[config.mk]
export PLATFORM = sky130hd
export DESIGN_NAME = fpnew_result_reorder_buffer
export DESIGN_NICKNAME = d
export VERILOG_FILES = /design/src/rtl/fpnew_result_reorder_buffer.sv
export SDC_FILE = /design/constraint.sdc
export NUM_CORES = 1
export LEC_CHECK = 0
export CAP_MARGIN = 20
export CORE_ASPECT_RATIO = 0.5
export CORE_MARGIN = 2
export CORE_UTILIZATION = 45
export CTS_BUF_LIST = sky130_fd_sc_hd__clkbuf_4 sky130_fd_sc_hd__clkbuf_8
export DETAILED_ROUTE_END_ITERATION = 10
export GPL_ROUTABILITY_DRIVEN = 1
export HOLD_SLACK_MARGIN = 0.15
export PLACE_DENSITY_LB_ADDON = 0.1
export SYNTH_ARGS = -nofsm -noshare
export SYNTH_HDL_FRONTEND = slang
export SYNTH_SLANG_ARGS = --single-unit
[constraint.sdc]
create_clock -name clk_i -period 6.9 [get_ports clk_i]
set_input_delay 1.035 -clock clk_i [delete_from_list [all_inputs] [get_ports clk_i]]
set_output_delay 1.035 -clock clk_i [all_outputs]
set_load 0.02 [all_outputs]
[src/rtl/fpnew_result_reorder_buffer.sv]
// In-order retirement buffer for out-of-order opgroup results: slots are allocated at issue,
// filled by slot ID as results return, and drained strictly in allocation order.
module fpnew_result_reorder_buffer #(
    parameter int Depth    = 8,
    parameter int Width    = 32,
    parameter int TagWidth = 1,
    localparam int IdWidth = $clog2(Depth)
) (
    input  logic                clk_i,
    input  logic                rst_i,
    input  logic                flush_i,
    input  logic                alloc_valid_i,
    output logic                alloc_ready_o,
    input  logic [TagWidth-1:0] alloc_tag_i,
    output logic [IdWidth-1:0]  alloc_id_o,
    input  logic                res_valid_i,
    output logic                res_ready_o,
    input  logic [IdWidth-1:0]  res_id_i,
    input  logic [Width-1:0]    res_result_i,
    input  logic [4:0]          res_status_i,
    input  logic                res_ext_bit_i,
    output logic                out_valid_o,
    input  logic                out_ready_i,
    output logic [Width-1:0]    out_result_o,
    output logic [4:0]          out_status_o,
    output logic                out_ext_bit_o,
    output logic [TagWidth-1:0] out_tag_o,
    output logic                busy_o,
    output logic                err_o
);

    typedef enum logic [1:0] {
        SLOT_FREE    = 2'd0,
        SLOT_PENDING = 2'd1,
        SLOT_DONE    = 2'd2
    } slot_state_e;

    slot_state_e         slot_state_q [Depth];
    logic [Width-1:0]    result_q     [Depth];
    logic [4:0]          status_q     [Depth];
    logic                ext_bit_q    [Depth];
    logic [TagWidth-1:0] tag_q        [Depth];

    logic [IdWidth:0]   head_q, head_d;
    logic [IdWidth:0]   tail_q, tail_d;
    logic               err_q, err_d;
    logic [IdWidth-1:0] head_idx, tail_idx;
    logic               full;
    logic               alloc_fire, res_hit, res_miss, retire_fire;
    logic [Depth-1:0]   slot_busy;

    assign head_idx = head_q[IdWidth-1:0];
    assign tail_idx = tail_q[IdWidth-1:0];
    assign full     = (head_idx == tail_idx) && (head_q[IdWidth] != tail_q[IdWidth]);

    // Flush squashes every event of its own cycle, including the error check.
    assign alloc_fire  = alloc_valid_i && !full && !flush_i;
    assign res_hit     = res_valid_i && (slot_state_q[res_id_i] == SLOT_PENDING) && !flush_i;
    assign res_miss    = res_valid_i && (slot_state_q[res_id_i] != SLOT_PENDING) && !flush_i;
    assign retire_fire = out_valid_o && out_ready_i && !flush_i;

    assign alloc_ready_o = !full;
    assign alloc_id_o    = tail_idx;
    assign res_ready_o   = 1'b1;
    assign out_valid_o   = (slot_state_q[head_idx] == SLOT_DONE);
    assign out_result_o  = result_q[head_idx];
    assign out_status_o  = status_q[head_idx];
    assign out_ext_bit_o = ext_bit_q[head_idx];
    assign out_tag_o     = tag_q[head_idx];
    assign busy_o        = |slot_busy;
    assign err_o         = err_q;

    always_comb begin
        head_d = head_q;
        tail_d = tail_q;
        err_d  = err_q | res_miss;
        if (flush_i) begin
            head_d = '0;
            tail_d = '0;
        end else begin
            if (alloc_fire)  tail_d = tail_q + 1'b1;
            if (retire_fire) head_d = head_q + 1'b1;
        end
    end

    always_ff @(posedge clk_i) begin
        if (rst_i) begin
            head_q <= '0;
            tail_q <= '0;
            err_q  <= 1'b0;
        end else begin
            head_q <= head_d;
            tail_q <= tail_d;
            err_q  <= err_d;
        end
    end

    // Alloc, capture and retire always address distinct slots, so priority order is immaterial.
    for (genvar gi = 0; gi < Depth; gi++) begin : g_slot
        always_ff @(posedge clk_i) begin
            if (rst_i || flush_i) begin
                slot_state_q[gi] <= SLOT_FREE;
            end else if (alloc_fire && (tail_idx == IdWidth'(gi))) begin
                slot_state_q[gi] <= SLOT_PENDING;
            end else if (res_hit && (res_id_i == IdWidth'(gi))) begin
                slot_state_q[gi] <= SLOT_DONE;
            end else if (retire_fire && (head_idx == IdWidth'(gi))) begin
                slot_state_q[gi] <= SLOT_FREE;
            end
        end

        always_ff @(posedge clk_i) begin
            if (alloc_fire && (tail_idx == IdWidth'(gi))) begin
                tag_q[gi] <= alloc_tag_i;
            end
            if (res_hit && (res_id_i == IdWidth'(gi))) begin
                result_q[gi]  <= res_result_i;
                status_q[gi]  <= res_status_i;
                ext_bit_q[gi] <= res_ext_bit_i;
            end
        end

        assign slot_busy[gi] = (slot_state_q[gi] != SLOT_FREE);
    end

endmodule

---- Word-level counts from Yosys, hierarchy flattened ----
Memories as Yosys holds them, arrays and structs flattened. A register that Yosys moved wholly into a read port is not among the register bits.
Index checks and enable logic that the tools add are counted.
storage, ports and cells
  flip-flop bits (word level) ............. 9
  bits in writable memories ............... 328
  bits of input ports ..................... 48
  output and inout bits ................... 47
  logic and storage cells ................. 370
  memories kept ........................... 5
memories
  memory        depth  width  rd ports  clocked after Yosys merged registers in  write ports  RTL line  text
  result_q      8      32     1         1                                        1            39        logic [Width-1:0] result_q [Depth];
  status_q      8      5      1         1                                        1            40        logic [4:0] status_q [Depth];
  slot_state_q  8      2      10        1                                        8            38        slot_state_e slot_state_q [Depth];
  ext_bit_q     8      1      1         1                                        1            41        logic ext_bit_q [Depth];
  tag_q         8      1      1         1                                        1            42        logic [TagWidth-1:0] tag_q [Depth];
cells by class
  $add $sub $neg .......................... 2
  equality and inequality tests ........... 26
  multiplexer cells ....................... 232
  bitwise operators ....................... 25
  reduce and logical (&&, ||, !) cells .... 77
operators by type and width
  operator                                                                 count
  32-bit two-way mux                                                       7
  32-bit OR reduction                                                      7
  1-bit two-way mux                                                        156
  3-bit two-way mux                                                        38
  2-bit two-way mux                                                        24
  3-bit == test, second input constant                                     12
  5-bit two-way mux                                                        7
  5-bit OR reduction                                                       7
  1-bit logical AND                                                        33
  1-bit OR                                                                 25
  3-bit by 2-bit == test with 1-bit output, second input constant          6
  2-bit nonzero test                                                       8
  1-bit OR reduction                                                       14
  3-bit by 1-bit == test with 1-bit output, second input constant          3
  3-bit zero test                                                          3
  4-bit by 1-bit adder with 4-bit output, second input constant            2
  8-bit OR reduction                                                       1
  3-bit == test                                                            1
  2-bit by 1-bit == test with 1-bit output, second input constant          1
  2-bit == test, second input constant                                     1
  1-bit zero test                                                          2
  2-bit by 1-bit inequality test with 1-bit output, second input constant  1
  2-bit OR reduction                                                       1
  1-bit logical OR                                                         1
  1-bit inequality test                                                    1

---- Logic depth before layout (Yosys ltp) ----
  depth in word-level cells ............... 16
  gate-level depth with buffers ........... 7
  gate-level depth less buffers ........... 5

---- Worst setup path before layout ----
No wires, ideal clock.
  path kind ............................... input to register
  start ................................... in flush_i
  end ..................................... mem slot_state_q[0][0] in the netlist's numbering, enable pin
  library setup time ...................... 0.314 ns
  data arrival time ....................... 5.832 ns
  data required time ...................... 6.586 ns
  path slack .............................. 0.754 ns
  stages on the path ...................... 3
  buffers on the path ..................... 0
  cells stage by stage .................... nor3b_1 > nor4b_1 > a211o_1
RTL lines
  item                RTL line  text
  start: declaration  11        input logic flush_i,
  end: declaration    38

==> results.toml <==
[yosys]
synth-warning-count = 0
ys_top_cells_by_area = "edfxtp_1, mux4_2, mux2_2"
synth.avg_cell_area_um2 = 20.9
ys_seq_elements = 340
netlist_instances = 646
synth_fp_nets = 706
synth_top_area_cell = "edfxtp_1"
synth_cell_types = 44
synth_area_um2 = 13500
synth_top_area_share_pct = 73.1
seq_area_frac_synth_pct = 74.8

[worst_setup_path]
worstPathCellList = "buf_4 > mux4_2 > o21ai_0 > clkdlybuf4s50_1"
worstPathArrival_ns = 3.32
crit_path_start_kind = "register"
path_class = "register to primary output"
crit_slowest_cell = "dfxtp_4"
critPathRequiredTime_ns = 5.86
max_stage_delay_ns = 0.71
cp_max_fo = 28
worst_setup_path_end_kind = "primary output"

[finish]
utilization_pct = 54.0
final_common_cell = "edfxtp_1"
final_cells = 1197
fin_nets = 828
design_area_um2 = 15800
syn2layout_area_growth_pct = 17.1
diodes = 0
drive_gt1_share_pct = 27.0
fill_cells = 2293
final_cell_mix = "edfxtp_1, clkdlybuf4s50_1, mux4_2"

[detailed_routing]
drtIter0Drc = 481
route.detailed.drc = 0
wirelength_mm = 26.3
routed_via_density = 5.35
drt-pass1-iter-count = 4
vias = 6406
avgRoutedWirePerCell_um = 21.9
ant_nets = 0

[power]
p_sw_share_pct = 20.8
p_int_mw = 3.11
p_sw_mw = 0.814
fin_total_pwr_mw = 3.92
pwr-share-seq_pct = 58.2
power_frac_comb_pct = 3.2
vdd_drop_max_v = 0.000122
pwr-share-clk_pct = 38.6
leakage_nw = 4.88
pwr_density_cell_nw_per_um2 = 248

[grt]
grt_max_degree = 51
grt_pass1_vias = 7034
antenna_found_initial = 0
grt_use_total_pct = 17.3
gr-total-overflow = 0
grt_pass1_wl_mm = 41.0

[hold_path]
hp-class = "register to register"

[timing]
skew_ns = 0.0162
fmax_mhz = 230
rsz0062_at_grt = "false"
final-max-slew-violation-count = 0
worst_slack_ns = 2.55
hold_viol_final = 0
min_period_ns = 4.35
finalSetupTns_ns = 0
fin_crit_sh_pct = 63.1
worst_pin_slew_ns = 0.800
relSlewSlack_pct = 46.6
whs_ns = 0.482
setup_viol = 0

[place]
place_congestion = 0.760
port_buffers = 93
dp_slack_ns = 2.97
postPlaceCellArea_um2 = 14900
dp_hpwl_mm = 14.2
dpl.cell_count = 1109

[cts]
post_cts_resize_count = 0
postCtsHoldBufs = 0
path_clk_slew_ns = 0.06
clockRootBuffer = "clkbuf_8"
postCtsSetupBuffers = 0
clk_latency_ns = 0.58
cts_tree = "built"
cts_buffer_depth = 3
cts_buffers = 48
clock-sinks = 340
htreeDepth = 2

[floorplanning]
start_util_pct = 46.1
num_io_pins = 95
die-width_um = 249
core_um2 = 29200
die_area_um2 = 31400
num_rows = 44
die_h_um = 126

[job]
cap_violations = 0

[status]
status = "completed"
-- cell type report --
| type | count | area [um^2] | area share, % |
|---|---|---|---|
| Multi-Input combinational cell | 253 | 3180 | 20.2 |
| Timing Repair Buffer | 105 | 1020 | 6.47 |
| Clock inverter | 25 | 136 | 0.864 |
| Clock buffer | 63 | 779 | 4.94 |
| Tap cell | 391 | 489 | 3.10 |
| Sequential cell | 340 | 10100 | 64.0 |
| Inverter | 20 | 75.1 | 0.476 |
-- state kept, by name, summed over array words and instances, names as in the netlist, named ones only --
signal	flops
ext_bit_q	8
tag_q	8
err_o	1
slot_state_q	16
tail_q	4
result_q	256
head_q	4
status_q	40
-- layer usage --
layer | wire length [um] | global-route usage (%) | vias up
li1 | - | - | 2891
met5 | 0 | 0 | -
met1 | 12200 | 24.1 | 3340
met3 | 1040 | 3.45 | 49
met2 | 12600 | 28.1 | 126
met4 | 478 | 4.99 | 0
-- cells in the mapped netlist --
cell / count
nor2_1: 28
and3_1: 1
xor2_1: 2
nor3_1: 2
nor2b_1: 5
nor3b_1: 1
a311o_1: 3
nor4_1: 8
a21oi_1: 3
ha_1: 12
dfxtp_1: 12
buf_2: 11
or2_2: 1
buf_6: 2
a2111o_1: 2
mux4_2: 81
a211o_1: 3
edfxtp_1: 328
nand2b_1: 12
nand2_1: 14
or4b_2: 1
o211ai_1: 1
nand4b_1: 1
nand3b_1: 3
a221oi_1: 1
a31o_1: 1
nand4_1: 3
clkbuf_1: 16
o21ai_0: 8
nor4b_1: 2
buf_4: 4
and4_1: 1
a41oi_2: 1
xnor2_1: 4
nor3b_2: 1
conb_1: 1
a211oi_1: 2
a2bb2o_4: 1
or4_1: 1
inv_1: 20
nand3_1: 1
mux2_2: 39
o31ai_1: 1
and2_1: 1
-- worst max-delay path, delay by kind of cell (launching register included) --
kind	cells	cell delay [ns]
buf+inv	2	1.24
flops	1	0.71
mux	1	0.60
compound gates	1	0.19
-- logic make-up after synthesis --
logic type / share of synthesized area [%]
flip-flops: 74.8
AO/OA/AOI/OAI: 1.61
buffers and inverters: 1.80
multiplexers: 16.8
adder cells (fa/ha/maj): 1.11
AND/OR/NAND/NOR: 3.42
other: 0.0278
XOR/XNOR: 0.390
-- path summary, 6_finish.rpt --
kind,startpoint,to,slack [ns],depth (start not counted)
setup / recovery,register,out_valid_o,2.55,4
hold / removal,err_o,err_o,0.48,2
setup reg to reg,register,slot_state_q[6][1],3.85,5
hold reg to reg,err_o,err_o,0.48,2
-- power groups by stage --
stage	Combinational, mW	Sequential [mW]	Clock [mW]
3_5_place_dp	0.128	2.33	0
6_report	0.127	2.28	1.51
3_3_place_gp	0.125	2.32	0
2_1_floorplan	0.0580	2.32	0
5_1_grt	0.138	2.28	1.65
4_1_cts	0.129	2.28	1.56
(Power assumes the default switching activity.)
